--- src/rtl/riscy_fetch.sv ---
// RISCY fetch stage: 7-bit PC, 11-bit IR and memory-address mux feeding SC; updates land one edge after the strobe, MEM_ADDR mux is zero-latency.
// Optional return-address stack for CALL/RET is built when RISCY_FETCH_CALLSTACK_EN is defined.
module riscy_fetch #(
    parameter logic [6:0] RST_VEC   = 7'h00,
    parameter int         STK_DEPTH = 4
) (
    input  logic        CLK,
    input  logic        RST,
    input  logic [10:0] INSTR_IN,
    input  logic        IR_EN,
    input  logic        PC_EN,
    input  logic        PC_LOAD,
    input  logic        RAM_CS,
    output logic [3:0]  OPCODE,
    output logic [6:0]  ADDR,
    output logic [6:0]  MEM_ADDR,
    output logic [6:0]  PC_OUT,
    output logic        STK_ERR
);

    if (STK_DEPTH < 2 || STK_DEPTH > 8) begin : g_bad_depth
        $error("riscy_fetch: STK_DEPTH must be in 2..8");
    end

    logic [6:0]  pc;
    logic [10:0] ir;

    assign OPCODE   = ir[10:7];
    assign ADDR     = ir[6:0];
    assign PC_OUT   = pc;
    assign MEM_ADDR = RAM_CS ? ir[6:0] : pc;

`ifdef RISCY_FETCH_CALLSTACK_EN
    localparam int SPW = $clog2(STK_DEPTH + 1);
    localparam int IW  = $clog2(STK_DEPTH);
    localparam logic [SPW-1:0] FULL = SPW'(STK_DEPTH);

    logic [6:0]     stk [STK_DEPTH];
    logic [SPW-1:0] sp;
    logic           err;
    logic [IW-1:0]  wr_idx;
    logic [IW-1:0]  rd_idx;
    logic           is_call;
    logic           is_ret;

    assign wr_idx  = IW'(sp);
    assign rd_idx  = IW'(sp - SPW'(1));
    assign is_call = (ir[10:7] == 4'hE);
    assign is_ret  = (ir[10:7] == 4'hF);
    assign STK_ERR = err;

    // Loads always decode the IR held before this edge, even if IR_EN replaces it now.
    always_ff @(posedge CLK or posedge RST) begin
        if (RST) begin
            pc  <= RST_VEC;
            ir  <= 11'h000;
            sp  <= '0;
            err <= 1'b0;
            for (int i = 0; i < STK_DEPTH; i++) stk[i] <= 7'h00;
        end else begin
            if (IR_EN) ir <= INSTR_IN;
            if (PC_LOAD) begin
                if (is_call) begin
                    pc <= ir[6:0];
                    if (sp == FULL) begin
                        err <= 1'b1;
                    end else begin
                        stk[wr_idx] <= pc + 7'd1;
                        sp          <= sp + SPW'(1);
                    end
                end else if (is_ret) begin
                    if (sp == '0) begin
                        pc  <= RST_VEC;
                        err <= 1'b1;
                    end else begin
                        pc <= stk[rd_idx];
                        sp <= sp - SPW'(1);
                    end
                end else begin
                    pc <= ir[6:0];
                end
            end else if (PC_EN) begin
                pc <= pc + 7'd1;
            end
        end
    end
`else
    assign STK_ERR = 1'b0;

    always_ff @(posedge CLK or posedge RST) begin
        if (RST) begin
            pc <= RST_VEC;
            ir <= 11'h000;
        end else begin
            if (IR_EN) ir <= INSTR_IN;
            if (PC_LOAD)     pc <= ir[6:0];
            else if (PC_EN)  pc <= pc + 7'd1;
        end
    end
`endif

endmodule

--- config.mk ---
export PLATFORM = sky130hd
export DESIGN_NAME = riscy_fetch
export DESIGN_NICKNAME = d
export VERILOG_FILES = /design/src/rtl/riscy_fetch.sv
export SDC_FILE = /design/constraint.sdc
export NUM_CORES = 1
export LEC_CHECK = 0
export BUFFER_PORTS_ARGS = -buffer_cell sky130_fd_sc_hd__buf_2
export CORE_AREA = 2 2 52 54
export CTS_CLUSTER_DIAMETER = 100
export CTS_CLUSTER_SIZE = 20
export DETAILED_ROUTE_END_ITERATION = 7
export DIE_AREA = 0 0 54 56
export PLACE_DENSITY_LB_ADDON = 0.05
export SETUP_SLACK_MARGIN = 0.2
export SYNTH_ARGS = -nofsm -noshare
export SYNTH_HDL_FRONTEND = slang
export SYNTH_SLANG_ARGS = --single-unit
--- constraint.sdc ---
create_clock -name CLK -period 1.65 [get_ports CLK]
set_clock_uncertainty 0.2 [all_clocks]
set_input_delay 0.2475 -clock CLK [delete_from_list [all_inputs] [get_ports CLK]]
set_output_delay 0.2475 -clock CLK [all_outputs]
set_load 0.01 [all_outputs]
==> results_tabular.tex <==
\begin{tabular}{lr}
\hline
Metric & Value \\
\hline
\multicolumn{2}{l}{\textbf{Outcome}} \\
Outcome & completed \\
\multicolumn{2}{l}{\textbf{Synthesis}} \\
Register bit count reported by yosys & 18 \\
Cell type with the highest aggregate area in the netlist & sky130\_fd\_sc\_hd\_\_dfrtp\_1 \\
Synth Area per Inst & 11.81 µm² \\
Netlist area before placement & 885.9 µm² \\
YS warnings & 0 \\
Synth Instances & 75 \\
Net Count, Synth & 93 \\
Cells taking the most area after synthesis & sky130\_fd\_sc\_hd\_\_dfrtp\_1, sky130\_fd\_sc\_hd\_\_mux2\_2, sky130\_fd\_sc\_hd\_\_nand2\_1 \\
Number of unique standard cell types used by synthesis & 20 \\
Top-area cell type share of the netlist area & 50.85\% \\
Sequential fraction of the synthesis area & 50.85\% \\
\multicolumn{2}{l}{\textbf{Pwr}} \\
Leak & 0.7407 nW \\
Net Sw Frac & 28.69\% \\
Register share of total power & 41.7\% \\
Cell-internal power & 0.9340 mW \\
Sw Pwr & 0.3758 mW \\
PD cells & 851.8 nW/µm² \\
Pwr Total & 1.310 mW \\
Maximum resistive drop on vdd & 0.0004985 V \\
Part of the total power dissipated in combinational logic & 37.6\% \\
Clock group share of total power & 20.8\% \\
\multicolumn{2}{l}{\textbf{STA}} \\
Number of max-slew violations in the final report & 0 \\
Share of the cycle needed by the critical path after routing & 97.64\% \\
Min setup slack post-route & 0.03887 ns \\
Final min period & 1.611 ns \\
Setup-failing EPs final & 0 \\
Final total negative setup slack & 0 ns \\
Maximum clock frequency & 620.7 MHz \\
Unrepaired setup endpoints after global routing & true \\
Endpoints failing hold & 0 \\
\multicolumn{2}{l}{\textbf{Clock network}} \\
Largest buffer count on any clock path & 2 \\
Clock-pin slew reported for the worst setup and hold paths after clock tree synthesis & 0.11 ns \\
H-tree levels & 1 \\
Insertion delay to the later sink of the worst-skew pair & 0.29 ns \\
Clock Sinks & 18 \\
Clock tree from TritonCTS & yes \\
Number of CTS-inserted buffers & 3 \\
Root Buffer & sky130\_fd\_sc\_hd\_\_clkbuf\_4 \\
\multicolumn{2}{l}{\textbf{Job}} \\
Count of maximum capacitance violations & 0 \\
\multicolumn{2}{l}{\textbf{Drt}} \\
Starting DRC count in detailed routing & 7 \\
Count of unresolved DRC violations after routing & 0 \\
Total length of routed wires & 2.214 mm \\
First drt pass iteration count & 4 \\
Wire per inst & 12.80 µm \\
Final ANT Viol Nets & 0 \\
Average via count per standard cell & 4.682 \\
Total via count in the routed design & 810 \\
\multicolumn{2}{l}{\textbf{Finish}} \\
Post-Route Utilization & 63.22\% \\
Most frequent cells in the layout & sky130\_fd\_sc\_hd\_\_buf\_2, sky130\_fd\_sc\_hd\_\_buf\_6, sky130\_fd\_sc\_hd\_\_dfrtp\_1, sky130\_fd\_sc\_hd\_\_dlygate4sd3\_1, sky130\_fd\_sc\_hd\_\_mux2\_2 \\
Post-layout net count & 162 \\
Area added between synthesis and finish & 73.59\% \\
Fill cells & 199 \\
Storage cell area & 454.2 µm² \\
Area used by multi-input combinational logic & 446.7 µm² \\
Most frequent standard cell in the layout excluding fill and tap cells & sky130\_fd\_sc\_hd\_\_buf\_2 \\
Cell area after layout & 1538 µm² \\
Share of layout cells above drive strength 1 & 58.74\% \\
Diodes inserted & 0 \\
\multicolumn{2}{l}{\textbf{GRT}} \\
Number of antenna violations at the first check in global routing & 0 \\
All-Layer GR Usage & 16.13\% \\
First-pass GRT wire length & 3.567 mm \\
Maximum number of pins on one net before global-route repair & 12 \\
Global route total overflow & 0 \\
Vias in the first global route & 779 \\
\multicolumn{2}{l}{\textbf{Placement}} \\
Global placer's final weighted congestion & 0.7525 \\
Post-place instance area & 1126 µm² \\
Detail Placement HPWL & 1.471 mm \\
Number of buffers added on ports & 41 \\
Worst setup timing slack at the placement stage & 0.1213 ns \\
\multicolumn{2}{l}{\textbf{Floorplan}} \\
Starting utilization of the core area & 36.42\% \\
Die extent in x & 54 µm \\
DIE HEIGHT & 56 µm \\
Cell Rows & 18 \\
Die Outline Area & 3024 µm² \\
Ports & 43 \\
Core outline area & 2432 µm² \\
\multicolumn{2}{l}{\textbf{Hold path}} \\
Worst min-delay path class & in -> reg \\
Number of cells on the worst hold path & 2 \\
\multicolumn{2}{l}{\textbf{Setup path}} \\
Delay of the slowest critical-path stage & 0.46 ns \\
Endpoint type of the worst setup path & output port \\
Kind of critical path & reg -> out \\
Top Family by Delay on Critical Path & flip-flops \\
Cell with the biggest individual delay on the critical path & sky130\_fd\_sc\_hd\_\_dfrtp\_2 \\
Reg2reg path depth & 4 \\
Launching element type of the critical path & flip-flop \\
Crit-path max FO & 6 \\
Number of buffer and inverter instances along the worst setup path & 1 \\
Arrival time at the worst endpoint & 1.16 ns \\
Series of cell instances along the critical path & mux2\_4 -> buf\_6 \\
Required time worst endpoint & 1.20 ns \\
Total stage count of the critical path & 2 \\
\hline
\end{tabular}
==> synthesized netlist by cell type <==
library cell / number
sky130_fd_sc_hd__buf_2: 2
sky130_fd_sc_hd__buf_4: 1
sky130_fd_sc_hd__buf_6: 1
sky130_fd_sc_hd__clkbuf_1: 1
sky130_fd_sc_hd__conb_1: 1
sky130_fd_sc_hd__dfrtp_1: 18
sky130_fd_sc_hd__ha_1: 1
sky130_fd_sc_hd__inv_1: 1
sky130_fd_sc_hd__mux2_2: 18
sky130_fd_sc_hd__mux2i_1: 1
sky130_fd_sc_hd__nand2_1: 9
sky130_fd_sc_hd__nand3_1: 4
sky130_fd_sc_hd__nand4_1: 1
sky130_fd_sc_hd__nand4_2: 1
sky130_fd_sc_hd__nor2b_1: 2
sky130_fd_sc_hd__o21ai_0: 4
sky130_fd_sc_hd__o21ai_1: 3
sky130_fd_sc_hd__or4_1: 2
sky130_fd_sc_hd__xnor2_1: 1
sky130_fd_sc_hd__xor2_1: 3
==> worst paths after layout <==
path / from / end / slack (ns)
hold reg to reg: ir[10]$_DFFE_PP0P_ / ir[10]$_DFFE_PP0P_ / 0.32
setup / recovery: PC_OUT[1]$_DFFE_PP0P_ / MEM_ADDR[1] / 0.04
hold / removal: PC_LOAD / PC_OUT[4]$_DFFE_PP0P_ / 0.05
min in group asynchronous: RST / ir[1]$_DFFE_PP0P_ / 0.29
max in group asynchronous: RST / ir[3]$_DFFE_PP0P_ / 0.48
setup reg to reg: PC_OUT[1]$_DFFE_PP0P_ / PC_OUT[6]$_DFFE_PP0P_ / 0.15
==> layout make-up <==
cell class / instances / area share [%]
well taps: 30 / 2.441
multi-input cells: 51 / 29.05
repair buffers: 69 / 36.37
inverters: 1 / 0.2441
clock buffers: 4 / 2.360
flip-flops and latches: 18 / 29.54
==> sequential cells by signal, summed over array words and instances, names as in the netlist <==
signal  flops
PC_OUT      7
ir         11
==> power by group through the flow <==
stage | sequential (mW) | combinational [mW] | clock (mW)
2_1_floorplan | 0.582 | 0.146 | 0
3_3_place_gp | 0.564 | 0.282 | 0
3_5_place_dp | 0.568 | 0.284 | 0
4_1_cts | 0.542 | 0.401 | 0.285
5_1_grt | 0.554 | 0.537 | 0.309
6_report | 0.546 | 0.492 | 0.272
==> logic make-up (layout without fill, tap and decap cells) <==
logic type / Yosys count / after routing / synth area share, %
xor+xnor: 4 / 4 / 3.956
fa+ha+maj: 1 / 1 / 1.412
flops: 18 / 18 / 50.85
simple gates: 19 / 19 / 11.30
other cells: 1 / 1 / 0.4233
buf+inv: 6 / 74 / 4.096
mux: 19 / 19 / 24.01
compound gates: 7 / 7 / 3.954
==> metrics by stage <==
step | instances | hold WS, ns
3_3_place_gp | 143 | 0.07697
4_1_cts | 168 | 0.03959
6_report | 173 | 0.04579
3_5_place_dp | 143 | 0.07631
5_1_grt | 173 | 0.05654
2_1_floorplan | 75 | -0.01407
==> layer usage <==
layer	vias up	track usage [%]	part of all wire (%)
li1	397	-	-
met1	379	20.10	42
met2	32	27.35	51
met3	2	5.108	5.8
met4	0	2.143	0.63
met5	-	0	0
==> repair_timing <==
| action | 4_1_cts | 5_1_grt |
|---|---|---|
| buffers inserted | 9 | 5 |
| resized for setup | 9 | 22 |
| hold buffers | 12 | 0 |
| pin swaps | 0 | 2 |
| endpoints found under the hold margin | 21 | 0 |
| endpoints found under the setup margin | 8 | 17 |
No activity file was read; power rests on OpenSTA's default activity.
